`config.mk`:
```
export PLATFORM = sky130hd
export DESIGN_NAME = mul_booth_issue_flat
export DESIGN_NICKNAME = d
export VERILOG_FILES = /design/src/rtl/mul_booth_issue_if.sv /design/src/rtl/mul_booth_issue.sv /design/src/flat_wrapper.sv
export SDC_FILE = /design/constraint.sdc
export NUM_CORES = 2
export LEC_CHECK = 0
export ABC_AREA = 1
export CORE_AREA = 2 2 456 458
export CTS_CLUSTER_SIZE = 12
export DETAILED_ROUTE_END_ITERATION = 16
export DIE_AREA = 0 0 458 460
export GPL_TIMING_DRIVEN = 0
export PLACE_DENSITY_LB_ADDON = 0.2
export SYNTH_ARGS = -nofsm -noshare
export SYNTH_HDL_FRONTEND = slang
export SYNTH_SLANG_ARGS = --single-unit
```
`constraint.sdc`:
```
create_clock -name clk -period 37 [get_ports clk]
set_input_delay 3.7 -clock clk [delete_from_list [all_inputs] [get_ports clk]]
set_output_delay 3.7 -clock clk [all_outputs]
set_load 0.03 [all_outputs]
```
`src/rtl/mul_booth_issue_if.sv`:
```
// Request channel from EX into the multiplier front end.
interface mul_booth_issue_if #(
    parameter int XLEN = 32
);
    logic            req_valid;
    logic            req_ready;
    logic [1:0]      req_op;
    logic [XLEN-1:0] req_rs1;
    logic [XLEN-1:0] req_rs2;

    modport master (output req_valid, req_op, req_rs1, req_rs2, input  req_ready);
    modport slave  (input  req_valid, req_op, req_rs1, req_rs2, output req_ready);
endinterface

```
`src/rtl/mul_booth_issue.sv`:
```
// Multiplier front end: one-entry stage, radix-4 Booth partial products transposed
// into per-column vectors, credit-paced issue and a completion strobe aligned to the trees.
module mul_booth_issue #(
    parameter int XLEN      = 32,
    parameter int NPP       = XLEN/2 + 1,
    parameter int COLS      = 2*XLEN,
    parameter int TREE_LAT  = 1,
    parameter int RES_DEPTH = 2
) (
    input  logic                 clk,
    input  logic                 rst,
    input  logic                 cancel,
    mul_booth_issue_if.slave     req,
    output logic                 pp_valid_o,
    output logic [COLS*NPP-1:0]  pp_cols_o,
    output logic [1:0]           pp_op_o,
    input  logic                 credit_ret_i,
    output logic                 cpl_valid_o,
    output logic [1:0]           cpl_op_o
);
    localparam int CW = $clog2(RES_DEPTH + 1);

    typedef enum logic {S_EMPTY, S_FULL} state_e;

    state_e              state_q, state_d;
    logic [CW-1:0]       credits_q, credits_d;
    logic [1:0]          stg_op_q;
    logic [XLEN-1:0]     stg_rs1_q, stg_rs2_q;
    logic                issue_now, accept, ret_ok;

    logic                pp_valid_q;
    logic [COLS*NPP-1:0] pp_cols_q, cols_d;
    logic [1:0]          pp_op_q;
    logic [TREE_LAT-1:0]      cpl_vld_q;
    logic [TREE_LAT-1:0][1:0] cpl_op_q;

    always_ff @(posedge clk or posedge rst) begin
        if (rst) state_q <= S_EMPTY;
        else     state_q <= state_d;
    end

    always_comb begin
        state_d = state_q;
        if (cancel) state_d = S_EMPTY;
        else begin
            case (state_q)
                S_EMPTY: if (accept)                state_d = S_FULL;
                S_FULL:  if (issue_now && !accept) state_d = S_EMPTY;
            endcase
        end
    end

    // Ready never looks at req_valid, so the requester sees no comb loop.
    always_comb begin
        issue_now     = (state_q == S_FULL) && (credits_q != '0) && !cancel;
        req.req_ready = !cancel && ((state_q == S_EMPTY) || issue_now);
        accept        = req.req_valid && req.req_ready;
    end

    always_ff @(posedge clk or posedge rst) begin
        if (rst) begin
            stg_op_q  <= '0;
            stg_rs1_q <= '0;
            stg_rs2_q <= '0;
        end else if (accept) begin
            stg_op_q  <= req.req_op;
            stg_rs1_q <= req.req_rs1;
            stg_rs2_q <= req.req_rs2;
        end
    end

    // A return with every credit already home is dropped; the result stage broke protocol.
    always_comb begin
        ret_ok    = credit_ret_i && (credits_q != CW'(RES_DEPTH));
        credits_d = credits_q;
        if (cancel)                     credits_d = CW'(RES_DEPTH);
        else if (issue_now && !ret_ok)  credits_d = credits_q - 1'b1;
        else if (ret_ok && !issue_now)  credits_d = credits_q + 1'b1;
    end

    always_ff @(posedge clk or posedge rst) begin
        if (rst) credits_q <= CW'(RES_DEPTH);
        else     credits_q <= credits_d;
    end

    a_ret_ovf: assert property (@(posedge clk) disable iff (rst)
        !(credit_ret_i && !cancel && credits_q == CW'(RES_DEPTH)));

    logic                 s1, s2;
    logic [COLS-1:0]      a1, a2;
    logic [XLEN+2:0]      mx;
    logic [NPP-1:0][COLS-1:0] pp;

    always_comb begin
        s1 = (stg_op_q == 2'b01) || (stg_op_q == 2'b10);
        s2 = (stg_op_q == 2'b01);
        a1 = {{(COLS-XLEN){s1 & stg_rs1_q[XLEN-1]}}, stg_rs1_q};
        a2 = a1 << 1;
        mx = {{2{s2 & stg_rs2_q[XLEN-1]}}, stg_rs2_q, 1'b0};
    end

    // Each row is a full two's-complement multiple of rs1, so no correction row is needed.
    for (genvar i = 0; i < NPP; i++) begin : g_row
        logic [2:0]      grp;
        logic [COLS-1:0] row;
        assign grp = mx[2*i+2 -: 3];
        always_comb begin
            case (grp)
                3'b001, 3'b010: row = a1;
                3'b011:         row = a2;
                3'b100:         row = -a2;
                3'b101, 3'b110: row = -a1;
                default:        row = '0;
            endcase
        end
        assign pp[i] = row << (2*i);
    end

    always_comb begin
        cols_d = '0;
        for (int j = 0; j < COLS; j++)
            for (int k = 0; k < NPP; k++)
                cols_d[j*NPP+k] = pp[k][j];
    end

    always_ff @(posedge clk or posedge rst) begin
        if (rst) begin
            pp_valid_q <= 1'b0;
            pp_cols_q  <= '0;
            pp_op_q    <= '0;
        end else begin
            pp_valid_q <= issue_now;
            if (issue_now) begin
                pp_cols_q <= cols_d;
                pp_op_q   <= stg_op_q;
            end
        end
    end

    always_ff @(posedge clk or posedge rst) begin
        if (rst) begin
            cpl_vld_q <= '0;
            cpl_op_q  <= '0;
        end else begin
            cpl_vld_q[0] <= pp_valid_q && !cancel;
            cpl_op_q[0]  <= pp_op_q;
            for (int i = 1; i < TREE_LAT; i++) begin
                cpl_vld_q[i] <= cpl_vld_q[i-1] && !cancel;
                cpl_op_q[i]  <= cpl_op_q[i-1];
            end
        end
    end

    assign pp_valid_o  = pp_valid_q;
    assign pp_cols_o   = pp_cols_q;
    assign pp_op_o     = pp_op_q;
    assign cpl_valid_o = cpl_vld_q[TREE_LAT-1];
    assign cpl_op_o    = cpl_op_q[TREE_LAT-1];
endmodule

```
`src/flat_wrapper.sv`:
```
// flat-port wrapper written by rule: the top's interface ports become plain ports
module mul_booth_issue_flat 
#(
    parameter int XLEN      = 32,
    parameter int NPP       = XLEN/2 + 1,
    parameter int COLS      = 2*XLEN,
    parameter int TREE_LAT  = 1,
    parameter int RES_DEPTH = 2
)
  (clk, rst, cancel, pp_valid_o, pp_cols_o, pp_op_o, credit_ret_i, cpl_valid_o, cpl_op_o, req_req_valid, req_req_op, req_req_rs1, req_req_rs2, req_req_ready);
  mul_booth_issue_if #(.XLEN(XLEN)) req_i ();
  input  logic clk;
  input  logic rst;
  input  logic cancel;
  output logic pp_valid_o;
  output logic [COLS*NPP-1:0] pp_cols_o;
  output logic [1:0] pp_op_o;
  input  logic credit_ret_i;
  output logic cpl_valid_o;
  output logic [1:0] cpl_op_o;
  input wire logic [$bits(req_i.req_valid)-1:0] req_req_valid;
  input wire logic [$bits(req_i.req_op)-1:0] req_req_op;
  input wire logic [$bits(req_i.req_rs1)-1:0] req_req_rs1;
  input wire logic [$bits(req_i.req_rs2)-1:0] req_req_rs2;
  output wire logic [$bits(req_i.req_ready)-1:0] req_req_ready;
  assign req_i.req_valid = req_req_valid;
  assign req_i.req_op = req_req_op;
  assign req_i.req_rs1 = req_req_rs1;
  assign req_i.req_rs2 = req_req_rs2;
  assign req_req_ready = req_i.req_ready;
  mul_booth_issue #(.XLEN(XLEN), .NPP(NPP), .COLS(COLS), .TREE_LAT(TREE_LAT), .RES_DEPTH(RES_DEPTH)) u_core (.clk(clk), .rst(rst), .cancel(cancel), .req(req_i), .pp_valid_o(pp_valid_o), .pp_cols_o(pp_cols_o), .pp_op_o(pp_op_o), .credit_ret_i(credit_ret_i), .cpl_valid_o(cpl_valid_o), .cpl_op_o(cpl_op_o));
endmodule
```
==> load_flow_metrics.sql <==
INSERT INTO impl_metrics (metric_group, metric, value, unit) VALUES
('setup_path', 'endpoint_kind_of_the_worst_setup_timing_path', 'primary output', ''),
('floorplan', 'floorplan.initialDensity', '0.239', ''),
('global_route', 'grt_pass1_wl', '503', 'mm'),
('final_layout', 'area_growth_syn_to_layout', '35.1', '%'),
('run_status', 'run_status', 'finished, violations left', ''),
('place', 'routabilityCongestion', '1.06', ''),
('global_route', 'grt.overflow.total', '0', ''),
('place', 'pre_cts_slack', '27640', 'ps'),
('detailed_routing', 'postRouteAntennaNets', '0', ''),
('setup_path', 'reg2reg_setup_slack', '32250', 'ps'),
('cts', 'clock_insertion_delay_worst_skew', '850', 'ps'),
('timing', 'final-hold-violation-count', '0', ''),
('final_layout', 'layout.cells.most_common', 'sky130_fd_sc_hd__nand2_1', ''),
('yosys', 'synth_seq_area_share', '0.452', ''),
('cts', 'tritoncts_num_sinks', '891', ''),
('setup_path', 'reg_to_reg_critical_path_startpoint', 'u_core.stg_rs1_q[1]$_DFFE_PP0P_', ''),
('yosys', 'yosys_most_used_dff', 'sky130_fd_sc_hd__dfrtp_1', ''),
('floorplan', 'die_h', '460', 'um'),
('timing', 'worst_hold_slack', '478', 'ps'),
('final_layout', 'final_layout_size_suffix_gt1_frac', '0.0860', ''),
('job', 'maxCapViolCount', '10', ''),
('setup_path', 'cp-start-kind', 'input port', ''),
('setup_path', 'worst_path_max_delay_cell', 'sky130_fd_sc_hd__clkdlybuf4s50_1', ''),
('final_layout', 'number_of_nets_in_the_final_layout', '8023', ''),
('timing', 'worst-slew-pin-transition', '1650', 'ps'),
('timing', 'final_min_period_over_clock_period', '0.253', ''),
('setup_path', 'critical_path_class', 'input port to primary output', ''),
('min_path', 'hold_path_startpoint', 'u_core.pp_cols_o[870]$_DFFE_PP0P_', ''),
('floorplan', 'design.core.area', '206000', 'um^2'),
('final_layout', 'n_fill_cell', '22400', ''),
('setup_path', 'crit_path_cell_trace', 'clkdlybuf4s50_1, inv_1, nand2_1, a21oi_2, inv_2, a21oi_2, clkdlybuf4s50_1', ''),
('floorplan', 'top_level_ports', '1166', ''),
('yosys', 'synthesized_area_per_cell', '7.40', 'um^2'),
('global_route', 'grt_antenna_before_repair', '41', ''),
('yosys', 'async_reset_ff_frac', '1.00', ''),
('pwr', 'vdd.ir_drop.worst', '0.0000435', 'V'),
('place', 'placedCellCount', '10500', ''),
('cts', 'ctsResizeCount', '0', ''),
('yosys', 'post_synth_num_cell_types', '48', ''),
('floorplan', 'row_count', '167', ''),
('place', 'portBuffers', '893', ''),
('cts', 'cts_buffers', '108', ''),
('place', 'dp.final_hpwl', '298', 'mm'),
('floorplan', 'dieWidth', '458', 'um'),
('yosys', 'number_of_enable_flip_flop_cells_after_synthesis', '0', ''),
('cts', 'ctsHoldBuffers', '0', ''),
('pwr', 'leakagePower', '32.4', 'nW'),
('timing', 'timing_max_transition_violations_final', '76', ''),
('timing', 'setup_repair_after_global_routing_missed_its_margin', 'no', ''),
('cts', 'cts_post_setup_buffers_inserted', '0', ''),
('setup_path', 'crit-reg2reg-capture', 'u_core.pp_cols_o[562]$_DFFE_PP0P_', ''),
('timing', 'timing.slew.headroom', '-0.0986', ''),
('pwr', 'cellPowerDensity', '90.8', 'nW/um^2'),
('setup_path', 'r2r_cells', '13', ''),
('detailed_routing', 'post_drt_wl_per_cell', '35.9', 'um'),
('run_status', 'violations', 'max-capacitance violations, max-slew violations', ''),
('timing', 'clock_skew', '88.7', 'ps'),
('detailed_routing', 'drt-vias-per-instance', '5.30', ''),
('detailed_routing', 'drt-pass1-iter-count', '7', ''),
('detailed_routing', 'num_vias', '57000', ''),
('final_layout', 'storage_cell_area', '22300', 'um^2'),
('setup_path', 'worstPathRequired', '33300', 'ps'),
('detailed_routing', 'drt_wl_total', '386', 'mm'),
('cts', 'cts_tree', 'yes', ''),
('floorplan', 'floorplan.die_area', '211000', 'um^2'),
('final_layout', 'multi_input_comb_area', '22600', 'um^2'),
('yosys', 'netlist_instances', '6666', ''),
('final_layout', 'layout.core_utilization', '0.323', ''),
('detailed_routing', 'initialDrtViolationCount', '7887', ''),
('final_layout', 'most-common-layout-cells', 'sky130_fd_sc_hd__nand2_1 (2625), sky130_fd_sc_hd__clkdlybuf4s50_1 (893), sky130_fd_sc_hd__dfrtp_1 (890), sky130_fd_sc_hd__nand3_1 (767), sky130_fd_sc_hd__o22ai_1 (442)', ''),
('timing', 'max_freq', '107', 'MHz');
-- stage by stage --
step / cell area [um^2] / TNS (ps)
3_3_place_gp: 62600 / -4215100
5_1_grt: 66600 / 0
2_1_floorplan: 50300 / 0
4_1_cts: 66600 / 0
6_report: 66600 / 0
3_5_place_dp: 62900 / 0
-- state kept, by name, summed over array words and instances (netlist names), 2 cells and up --
| name | flops |
|---|---|
| u_core.stg_op_q | 2 |
| u_core.pp_op_o | 2 |
| u_core.cpl_op_o | 2 |
| u_core.pp_cols_o | 816 |
| u_core.stg_rs2_q | 32 |
| u_core.credits_q | 2 |
| u_core.stg_rs1_q | 32 |
-- area by class of cell --
type,count,area share
antenna,12,0.000451
buffer,886,0.0703
clock buffer,156,0.0461
clock inverter,38,0.00875
inverter,211,0.0120
multi-input combinational,4949,0.339
sequential,891,0.335
tap,2704,0.0508
timing repair buffer,903,0.138
-- cell families after synthesis --
logic type	share of synthesized area
compound gates	0.0982
xor+xnor	0.00137
fa+ha+maj	0.000507
buf+inv	0.111
flops	0.452
mux	0.00343
other cells	0.0000761
simple gates	0.333
-- how the worst max path moves through the flow --
stage	cells past startpoint	endpoint	slack [ps]	from
final	7	req_req_ready	27640	cancel
after global routing	7	req_req_ready	27500	cancel
after CTS	7	req_req_ready	27610	cancel
after detailed placement	7	req_req_ready	27640	cancel
after global placement	2	u_core.pp_cols_o[923]$_DFFE_PP0P_	-5150	rst
after floorplan	1	u_core.cpl_op_o[0]$_DFF_PP0_	8260	rst
-- synthesized netlist by cell type (5+ instances only) --
cell type	number	area (um^2)
sky130_fd_sc_hd__inv_2	13	48.8
sky130_fd_sc_hd__o21ai_1	63	315
sky130_fd_sc_hd__o21ai_0	173	866
sky130_fd_sc_hd__o22ai_1	442	2770
sky130_fd_sc_hd__a22o_1	9	78.8
sky130_fd_sc_hd__nand3b_1	240	1800
sky130_fd_sc_hd__inv_1	190	713
sky130_fd_sc_hd__a21oi_1	81	405
sky130_fd_sc_hd__clkbuf_1	405	1520
sky130_fd_sc_hd__nand3_1	767	3840
sky130_fd_sc_hd__o2111ai_1	13	114
sky130_fd_sc_hd__mux2_1	13	146
sky130_fd_sc_hd__clkinv_1	7	26.3
sky130_fd_sc_hd__buf_2	141	706
sky130_fd_sc_hd__buf_1	33	124
sky130_fd_sc_hd__nor2_2	9	56.3
sky130_fd_sc_hd__o211ai_1	6	45.0
sky130_fd_sc_hd__a22oi_1	9	67.6
sky130_fd_sc_hd__dfrtp_1	890	22300
sky130_fd_sc_hd__nand2_2	10	62.6
sky130_fd_sc_hd__nand4_1	7	43.8
sky130_fd_sc_hd__nor2_4	5	56.3
sky130_fd_sc_hd__nand2_1	2625	9850
sky130_fd_sc_hd__buf_4	303	2270
sky130_fd_sc_hd__nor2_1	165	619
-- power by group --
| part | switching, mW | internal [mW] | total, mW |
|---|---|---|---|
| Clock | 0.484 | 0.636 | 1.12 |
| Sequential | 0.289 | 1.35 | 1.64 |
| Combinational | 2.28 | 1.01 | 3.29 |
-- layer usage --
layer / vias to the layer above / track usage / share of wire
met1: 28400 / 0.461 / 0.41
li1: 23900 / - / -
met3: 886 / 0.103 / 0.10
met4: 26 / 0.191 / 0.063
met2: 3763 / 0.524 / 0.42
met5: - / 0 / 0.00039
-- critical path: cells and delay by family --
kind            cells  cell delay, ps
simple gates        1             110
compound gates      2             430
buf+inv             4            1420
No activity file was read; power rests on OpenSTA's default activity.
